--- src/rtl/cpu_output_uart.sv ---
// -----------------------------------------------------------------------------
// cpu_output_uart
//   Buffers words from the CPU write-back output port in a small FIFO and
//   serializes each word as 8N1 UART bytes, low byte first, on one tx line.
//   The CPU cannot be stalled, so a word offered while the FIFO is full is
//   dropped and reported through a sticky overflow flag.
//
// Ports
//   i_clock     system clock, rising edge
//   i_reset     synchronous active-high reset
//   i_outFlag   CPU output strobe, one word offered per cycle while high
//   i_out       CPU output word, sampled only when i_outFlag=1
//   o_tx        UART serial line, idles high
//   o_full      FIFO holds DEPTH words
//   o_empty     FIFO holds no words
//   o_count     number of words currently buffered
//   o_overflow  sticky, a word was dropped since reset
// -----------------------------------------------------------------------------
module cpu_output_uart #(
    parameter int WIDTH      = 16,
    parameter int DEPTH      = 8,
    parameter int CLKSPERBIT = 434
) (
    input  logic                     i_clock,
    input  logic                     i_reset,
    input  logic                     i_outFlag,
    input  logic [WIDTH-1:0]         i_out,
    output logic                     o_tx,
    output logic                     o_full,
    output logic                     o_empty,
    output logic [$clog2(DEPTH):0]   o_count,
    output logic                     o_overflow
);

    localparam int BYTES = WIDTH / 8;
    localparam int AW    = $clog2(DEPTH);
    localparam int CW    = AW + 1;
    localparam int BW    = (CLKSPERBIT > 1) ? $clog2(CLKSPERBIT) : 1;
    localparam int YW    = (BYTES > 1) ? $clog2(BYTES) : 1;

    localparam logic [BW-1:0] BAUD_LAST = BW'(CLKSPERBIT - 1);
    localparam logic [YW-1:0] BYTE_LAST = YW'(BYTES - 1);
    localparam logic [CW-1:0] COUNT_MAX = CW'(DEPTH);

    typedef enum logic [1:0] {
        S_IDLE  = 2'd0,
        S_START = 2'd1,
        S_DATA  = 2'd2,
        S_STOP  = 2'd3
    } state_t;

    logic [WIDTH-1:0] r_mem [DEPTH];
    logic [AW-1:0]    r_wr_ptr;
    logic [AW-1:0]    r_rd_ptr;
    logic [CW-1:0]    r_count;
    logic             r_full;
    logic             r_empty;
    logic             r_overflow;

    state_t           r_state;
    logic             r_tx;
    logic [BW-1:0]    r_baud;
    logic [2:0]       r_bit_idx;
    logic [YW-1:0]    r_byte_idx;
    logic [WIDTH-1:0] r_shift;

    logic             w_wr_en;
    logic             w_pop;
    logic             w_bit_end;
    logic [CW-1:0]    w_count_next;

    // Write acceptance uses the registered full flag, so a pop in the same
    // cycle never rescues a write into a full FIFO.
    assign w_wr_en   = i_outFlag & ~r_full;
    assign w_pop     = (r_state == S_IDLE) & ~r_empty;
    assign w_bit_end = (r_baud == BAUD_LAST);

    // Occupancy after this edge; write+pop together leaves it unchanged.
    always_comb begin
        w_count_next = r_count;
        case ({w_wr_en, w_pop})
            2'b10:   w_count_next = r_count + CW'(1);
            2'b01:   w_count_next = r_count - CW'(1);
            default: w_count_next = r_count;
        endcase
    end

    // FIFO storage; contents need no reset because pointers gate every read.
    always_ff @(posedge i_clock) begin
        if (w_wr_en) begin
            r_mem[r_wr_ptr] <= i_out;
        end
    end

    // FIFO pointers, occupancy flags and sticky overflow.
    always_ff @(posedge i_clock) begin
        if (i_reset) begin
            r_wr_ptr   <= {AW{1'b0}};
            r_rd_ptr   <= {AW{1'b0}};
            r_count    <= {CW{1'b0}};
            r_full     <= 1'b0;
            r_empty    <= 1'b1;
            r_overflow <= 1'b0;
        end else begin
            if (w_wr_en) begin
                r_wr_ptr <= r_wr_ptr + AW'(1);
            end
            if (w_pop) begin
                r_rd_ptr <= r_rd_ptr + AW'(1);
            end
            if (i_outFlag && r_full) begin
                r_overflow <= 1'b1;
            end
            r_count <= w_count_next;
            r_full  <= (w_count_next == COUNT_MAX);
            r_empty <= (w_count_next == {CW{1'b0}});
        end
    end

    // Serializer FSM. The tx register takes the level belonging to the state
    // held before the edge, so the line only moves on state entry or at bit
    // boundaries. Data bits are taken from r_shift[0] and the register shifts
    // right once per bit, so the next byte is already in place after 8 bits.
    always_ff @(posedge i_clock) begin
        if (i_reset) begin
            r_state    <= S_IDLE;
            r_tx       <= 1'b1;
            r_baud     <= {BW{1'b0}};
            r_bit_idx  <= 3'd0;
            r_byte_idx <= {YW{1'b0}};
            r_shift    <= {WIDTH{1'b0}};
        end else begin
            case (r_state)
                S_IDLE: begin
                    r_tx <= 1'b1;
                    if (w_pop) begin
                        r_shift    <= r_mem[r_rd_ptr];
                        r_byte_idx <= {YW{1'b0}};
                        r_baud     <= {BW{1'b0}};
                        r_state    <= S_START;
                    end
                end
                S_START: begin
                    r_tx <= 1'b0;
                    if (w_bit_end) begin
                        r_baud    <= {BW{1'b0}};
                        r_bit_idx <= 3'd0;
                        r_state   <= S_DATA;
                    end else begin
                        r_baud <= r_baud + BW'(1);
                    end
                end
                S_DATA: begin
                    r_tx <= r_shift[0];
                    if (w_bit_end) begin
                        r_baud  <= {BW{1'b0}};
                        r_shift <= {1'b0, r_shift[WIDTH-1:1]};
                        if (r_bit_idx == 3'd7) begin
                            r_state <= S_STOP;
                        end else begin
                            r_bit_idx <= r_bit_idx + 3'd1;
                        end
                    end else begin
                        r_baud <= r_baud + BW'(1);
                    end
                end
                S_STOP: begin
                    r_tx <= 1'b1;
                    if (w_bit_end) begin
                        r_baud <= {BW{1'b0}};
                        if (r_byte_idx == BYTE_LAST) begin
                            r_state <= S_IDLE;
                        end else begin
                            r_byte_idx <= r_byte_idx + YW'(1);
                            r_state    <= S_START;
                        end
                    end else begin
                        r_baud <= r_baud + BW'(1);
                    end
                end
                default: begin
                    r_state <= S_IDLE;
                    r_tx    <= 1'b1;
                    r_baud  <= {BW{1'b0}};
                end
            endcase
        end
    end

    assign o_tx       = r_tx;
    assign o_full     = r_full;
    assign o_empty    = r_empty;
    assign o_count    = r_count;
    assign o_overflow = r_overflow;

endmodule
--- config.mk ---
export PLATFORM = sky130hd
export DESIGN_NAME = cpu_output_uart
export DESIGN_NICKNAME = d
export VERILOG_FILES = /design/src/rtl/cpu_output_uart.sv
export SDC_FILE = /design/constraint.sdc
export NUM_CORES = 1
export LEC_CHECK = 0
export CAP_MARGIN = 30
export CORE_MARGIN = 1
export CORE_UTILIZATION = 50
export CTS_CLUSTER_DIAMETER = 50
export DETAILED_ROUTE_END_ITERATION = 8
export GPL_TIMING_DRIVEN = 0
export HOLD_SLACK_MARGIN = 0.02
export PLACE_DENSITY = 0.76
export SLEW_MARGIN = 20
export SYNTH_ARGS = -nofsm -noshare
export SYNTH_HDL_FRONTEND = slang
export SYNTH_SLANG_ARGS = --single-unit
--- constraint.sdc ---
create_clock -name i_clock -period 3 [get_ports i_clock]
set_input_delay 0.6 -clock i_clock [delete_from_list [all_inputs] [get_ports i_clock]]
set_output_delay 0.6 -clock i_clock [all_outputs]
set_load 0.005 [all_outputs]
* After elaboration in Yosys (flattened, before gate mapping)
Memories as Yosys holds them, arrays and structs flattened. A register that Yosys moved wholly into a read port is not among the register bits.
Index checks and enable logic that the tools add are counted.
** Word-level totals
- Flip-flop bits (word level) :: 45
- Bits in writable memories :: 128
- Output and inout port bits :: 8
- Word-level logic and storage cells :: 77
- Memories kept :: 1
** Operators by class
- Add/subtract/negate cells :: 7
- Equal/unequal tests :: 14
- Mux-type cells :: 27
- Bitwise operators :: 4
- Reduce and logical (&&, ||, !) cells :: 12
** Memories
- r_mem :: words 8, width 16, rd ports 1, clocked after memory_dff 1, write ports 1, line 52 : logic [WIDTH-1:0] r_mem [DEPTH];
** Operator list (count)
- 2-to-1 mux 16 bit :: 2
- one-hot mux 16 bit (2 select lines) :: 1
- 2-to-1 mux 9 bit :: 2
- one-hot mux 9 bit (2 select lines) :: 1
- 2-to-1 mux 3 bit :: 5
- inequality test 2 bit, second input constant :: 6
- 2-to-1 mux 2 bit :: 5
- adder 3 x 1 -> 3 bit, second input constant :: 3
- adder 9 x 1 -> 9 bit, second input constant :: 1
- == test 9 bit, second input constant :: 1
- one-hot mux 2 bit (4 select lines) :: 1
- one-hot mux 4 bit (2 select lines) :: 1
- == test 2 bit, second input constant :: 3
- 2-to-1 mux 1 bit :: 6
- one-hot mux 3 bit (2 select lines) :: 1
- AND reduction 3 bit :: 2
- nonzero test 2 bit :: 3
- AND reduction 5 bit :: 1
- adder 4 x 1 -> 4 bit, second input constant :: 1
- == test 2 x 1 -> 1 bit, second input constant :: 2
- == test 4 bit, second input constant :: 1
- logical NOT 4 bit :: 1
- AND reduction 4 bit :: 1
- subtractor 4 x 1 -> 4 bit, second input constant :: 1
- other kinds (10) :: 12

* Longest topological paths before layout
- Depth after elaboration :: 5
- Gate-level depth with buffers :: 12

* Least setup slack after synthesis
OpenSTA, ideal clock, no wires.
- Path kind :: input -> register
- From :: in i_outFlag
- To :: mem r_mem[0][0] (enable)
- Setup time :: 0.430 ns
- Data arrival time :: 2.657 ns
- Data required time :: 2.570 ns
- Setup slack :: -0.087 ns
- Stages :: 4
- Buffers on the path :: 1
- Cells stage by stage :: nor2b_1 > buf_2 > clkinv_1 > nor4_1
** On the way
- Word-level cells in the longest chain between the ends :: 3
** Ends and longest elaborated chain
- start, declared :: line 26 : input logic i_outFlag,
- bitwise AND 1 bit :: line 74 : assign w_wr_en = i_outFlag & ~r_full;
- 2-to-1 mux 1 bit :: line 90 : if (w_wr_en) begin
- 2-to-1 mux 1 bit (implied by the code) :: line 91 : r_mem[r_wr_ptr] <= i_out;
- end, declared :: line 52
No other way between the ends.

* Worst setup path in the final report
- From :: in i_outFlag
- To :: reg r_full, in the netlist o_full
** On the way
- Word-level cells in the longest chain between the ends :: 4
- Elaborated cells between the ends (all ways) :: 5
- Those cells by class :: eq/ne (3); mux (1); bitwise (1)
** Ends and longest elaborated chain
- bitwise AND 1 bit * :: line 74
- == test 2 x 1 -> 1 bit or == test 2 bit (tied branches) :: line 81 : case ({w_wr_en, w_pop})
- one-hot mux 4 bit (2 select lines) * :: line 81
- == test 4 bit * :: line 115 : r_full <= (w_count_next == COUNT_MAX);
- end signal, assigned :: line 115
- end, declared :: line 56 : logic r_full;
Mark *: on every way between the ends. The rest lies on a longest branch, timed or not.
A chain may end at the register's enable or synchronous reset.

==> out/results.ini <==
[critical_path]
startpoint_type = primary input
crit_arrival_ps = 3040
cp_cell_sequence = clkdlybuf4s50_1, nor2b_1, buf_2, clkinvlp_4, ha_1, and4b_1, o21ai_0, a221oi_1, xnor2_1, nor4bb_1
cp-end-kind = register
critPathMaxFanout = 8
slowest_stage = clkdlybuf4s50_1
crit_path_max_incr_delay_ps = 470
crit_type = in -> reg
r2r_start = r_state[0]
r2r-end = o_full
rrSetupSlack_ps = 300
rr_worst_depth = 10
critPathRequiredTime_ps = 3330

[timing]
grt_setup_unrepaired = no
maxSlewHeadroom_pct = 44.31
finalSetupViolations = 0
worst_pin_slew_ps = 835.4
post-route-period-util_pct = 90.25
finClkSkew_ps = 8.407
setup_slack_ps = 292.4
slew_viol_final = 0
fmax_ghz = 0.3693
setup_tns_ps = 0
hold_viol = 0
period_needed_ps = 2708

[synthesis]
yosys_warnings = 0
synthCells = 421
synth_cell_types = 44
async_flop_share_pct = 0
synth_top_cell_by_area = edfxtp_1
synth-seq-area-share_pct = 68.23
synth_area_leaders = edfxtp_1 (55%), dfxtp_1 (14%), mux4_2 (10%)
synth_top_area_share_pct = 54.58
synth_common_cells = edfxtp_1 (128), dfxtp_1 (48), mux4_2 (32)
yosys_register_bits = 176
synthFlopType = edfxtp_1
avgSynthCellArea_um2 = 16.73
syn_area_um2 = 7042
synth_most_common_cell = edfxtp_1
synth_edf_count = 128
syn_nets = 453

[clock_network]
cts_tree = built
clk_path_buf_depth = 2
clock-sinks = 176
cts-buffers-inserted = 17
clkTransAtPathRegs_ps = 60
cts_root_buf = clkbuf_16
h-tree-depth = 4
clock_latency_ps = 430

[placement]
portBuffers = 25
place_congestion = 0.7460
detailedPlace.worstSlack_ps = -342.3
dp_hpwl_um = 9043

[final_layout]
antennaDiodeCount = 0
nFillCells = 941
drive_gt1_share_pct = 25.96
nets = 512
area_growth_pct = 18.21

[detailed_routing]
wl_per_cell_um = 19.96
drt_drc_violations_left = 0
first_pass_iters = 4
drt.antenna.violating_nets = 0
vias = 3759
routed_via_density = 5.619
routed_wl_um = 13360
drtIter0Drc = 310

[floorplanning]
die_h_um = 120.7
rows = 42
die_area_um2 = 14560
core_area_um2 = 13510
pin_count = 27
start_util_pct = 52.14
die_w_um = 120.7

[run_status]
outcome = completed

[grt]
grt_usage_pct = 20.43
grt_pass1_wl_um = 21180
grt_max_degree = 18
antenna_found_initial = 0
grt_overflow_total = 0
grt_pass1_vias = 3900

[power_and_ir_drop]
ir_drop_v = 0.0006403
p_leak_nw = 2.785
power_density_nw_per_um2 = 867.5

[worst_hold_path]
hold_path.class = reg -> reg
hold_end = o_overflow
holdPathStages = 2
hold_start = o_overflow

[job]
maxCapViolations = 0

[cell families (layout without fill, tap and decap cells)]
logic type,count (synthesis),count (layout),share of synthesized area [%]
adder cells (fa/ha/maj),13,13,2.310
buffers and inverters,27,99,1.848
AO/OA/AOI/OAI,43,43,4.336
flip-flops,176,176,68.23
AND/OR/NAND/NOR,82,82,5.953
XOR/XNOR,15,15,1.866
multiplexers,65,65,15.46
[where the power goes]
part           internal (W)  switching [W]  total (W)
registers           0.00291       0.000167    0.00308
logic              0.000937       0.000895    0.00183
clock network       0.00134       0.000976    0.00231
[repair_timing]
item / CTS / global route
endpoints found under the setup margin: 0 / 2
setup buffers: 0 / 3
hold buffers: 0 / 0
gates resized for setup: 0 / 1
[per-stage QoR]
stage | utilization [%] | total power [W] | hold slack, ps | std cells | area, um^2
floorplan | - | 0.004412 | 435.6 | 421 | 7048
global placement | 55.67 | 0.004826 | 447.2 | 622 | 7518
detailed placement | 56.83 | 0.004943 | 458.9 | 634 | 7675
CTS | 61.44 | 0.007262 | 472.8 | 666 | 8298
global route | 61.64 | 0.007555 | 488.6 | 669 | 8324
finish | 61.64 | 0.007221 | 468.9 | 669 | 8324
[flip-flops by register name, summed over array words and instances, names as in the netlist, named ones only]
name        count
o_count         4
o_empty         1
o_full          1
o_overflow      1
o_tx            1
r_baud          9
r_bit_idx       3
r_byte_idx      1
r_mem         128
r_rd_ptr        3
r_shift        16
r_state         2
r_wr_ptr        3
[how the worst max path moves through the flow]
stage,end,cells past startpoint,from
floorplan,r_mem[2][0],4,i_outFlag
global placement,r_mem[2][7],5,i_outFlag
detailed placement,o_full,10,i_outFlag
CTS,o_full,10,i_outFlag
global route,o_full,10,r_state[0]
finish,o_full,10,i_outFlag
[layout by cell type (no fill, tap or decap), types with 3 or more instances in the layout]
cell             instances
a211oi_1                 3
edfxtp_1               128
inv_8                    3
mux2i_1                  3
o21ai_0                  4
a21oi_1                 11
nor3_2                   4
nor3_1                   5
nor3b_1                  3
inv_6                    3
nand3_1                  6
ha_1                    13
clkbuf_1                 8
mux2_2                  30
buf_6                    3
xor2_1                   7
xnor2_1                  8
buf_4                   11
nor2_2                   4
inv_1                    4
buf_1                    5
a22o_1                  15
nor2_1                  23
bufinv_16                3
clkinvlp_4               3
buf_8                    4
clkbuf_16               17
buf_2                    5
clkinv_1                 3
dfxtp_1                 48
clkdlybuf4s50_1         25
nand2b_1                 6
nand2_1                 16
mux4_2                  32
[area by class of cell]
cell class | instances | area [um^2] | area share [%]
flip-flops and latches | 176 | 4805 | 57.72
multi-input cells | 218 | 2150 | 25.82
clock buffers | 17 | 425.4 | 5.110
repair buffers | 40 | 392.9 | 4.720
well taps | 176 | 220.2 | 2.645
clock inverters | 15 | 197.7 | 2.375
plain buffers | 21 | 107.6 | 1.293
inverters | 6 | 26.28 | 0.3156
[worst max-delay path: cells and delay by family]
kind / cells / cell delay [ps]
fa+ha+maj: 1 / 280
compound gates: 2 / 430
xor+xnor: 1 / 150
simple gates: 3 / 670
buf+inv: 3 / 900
[routing by layer]
metal	vias to the layer above	track usage, %	share of wire [%]
li1	1755	-	-
met1	1905	25.00	42
met2	85	34.59	52
met3	14	5.896	4.2
met4	0	7.176	1.4
met5	-	0	0
Note: power is estimated with default switching activity, not from simulation.
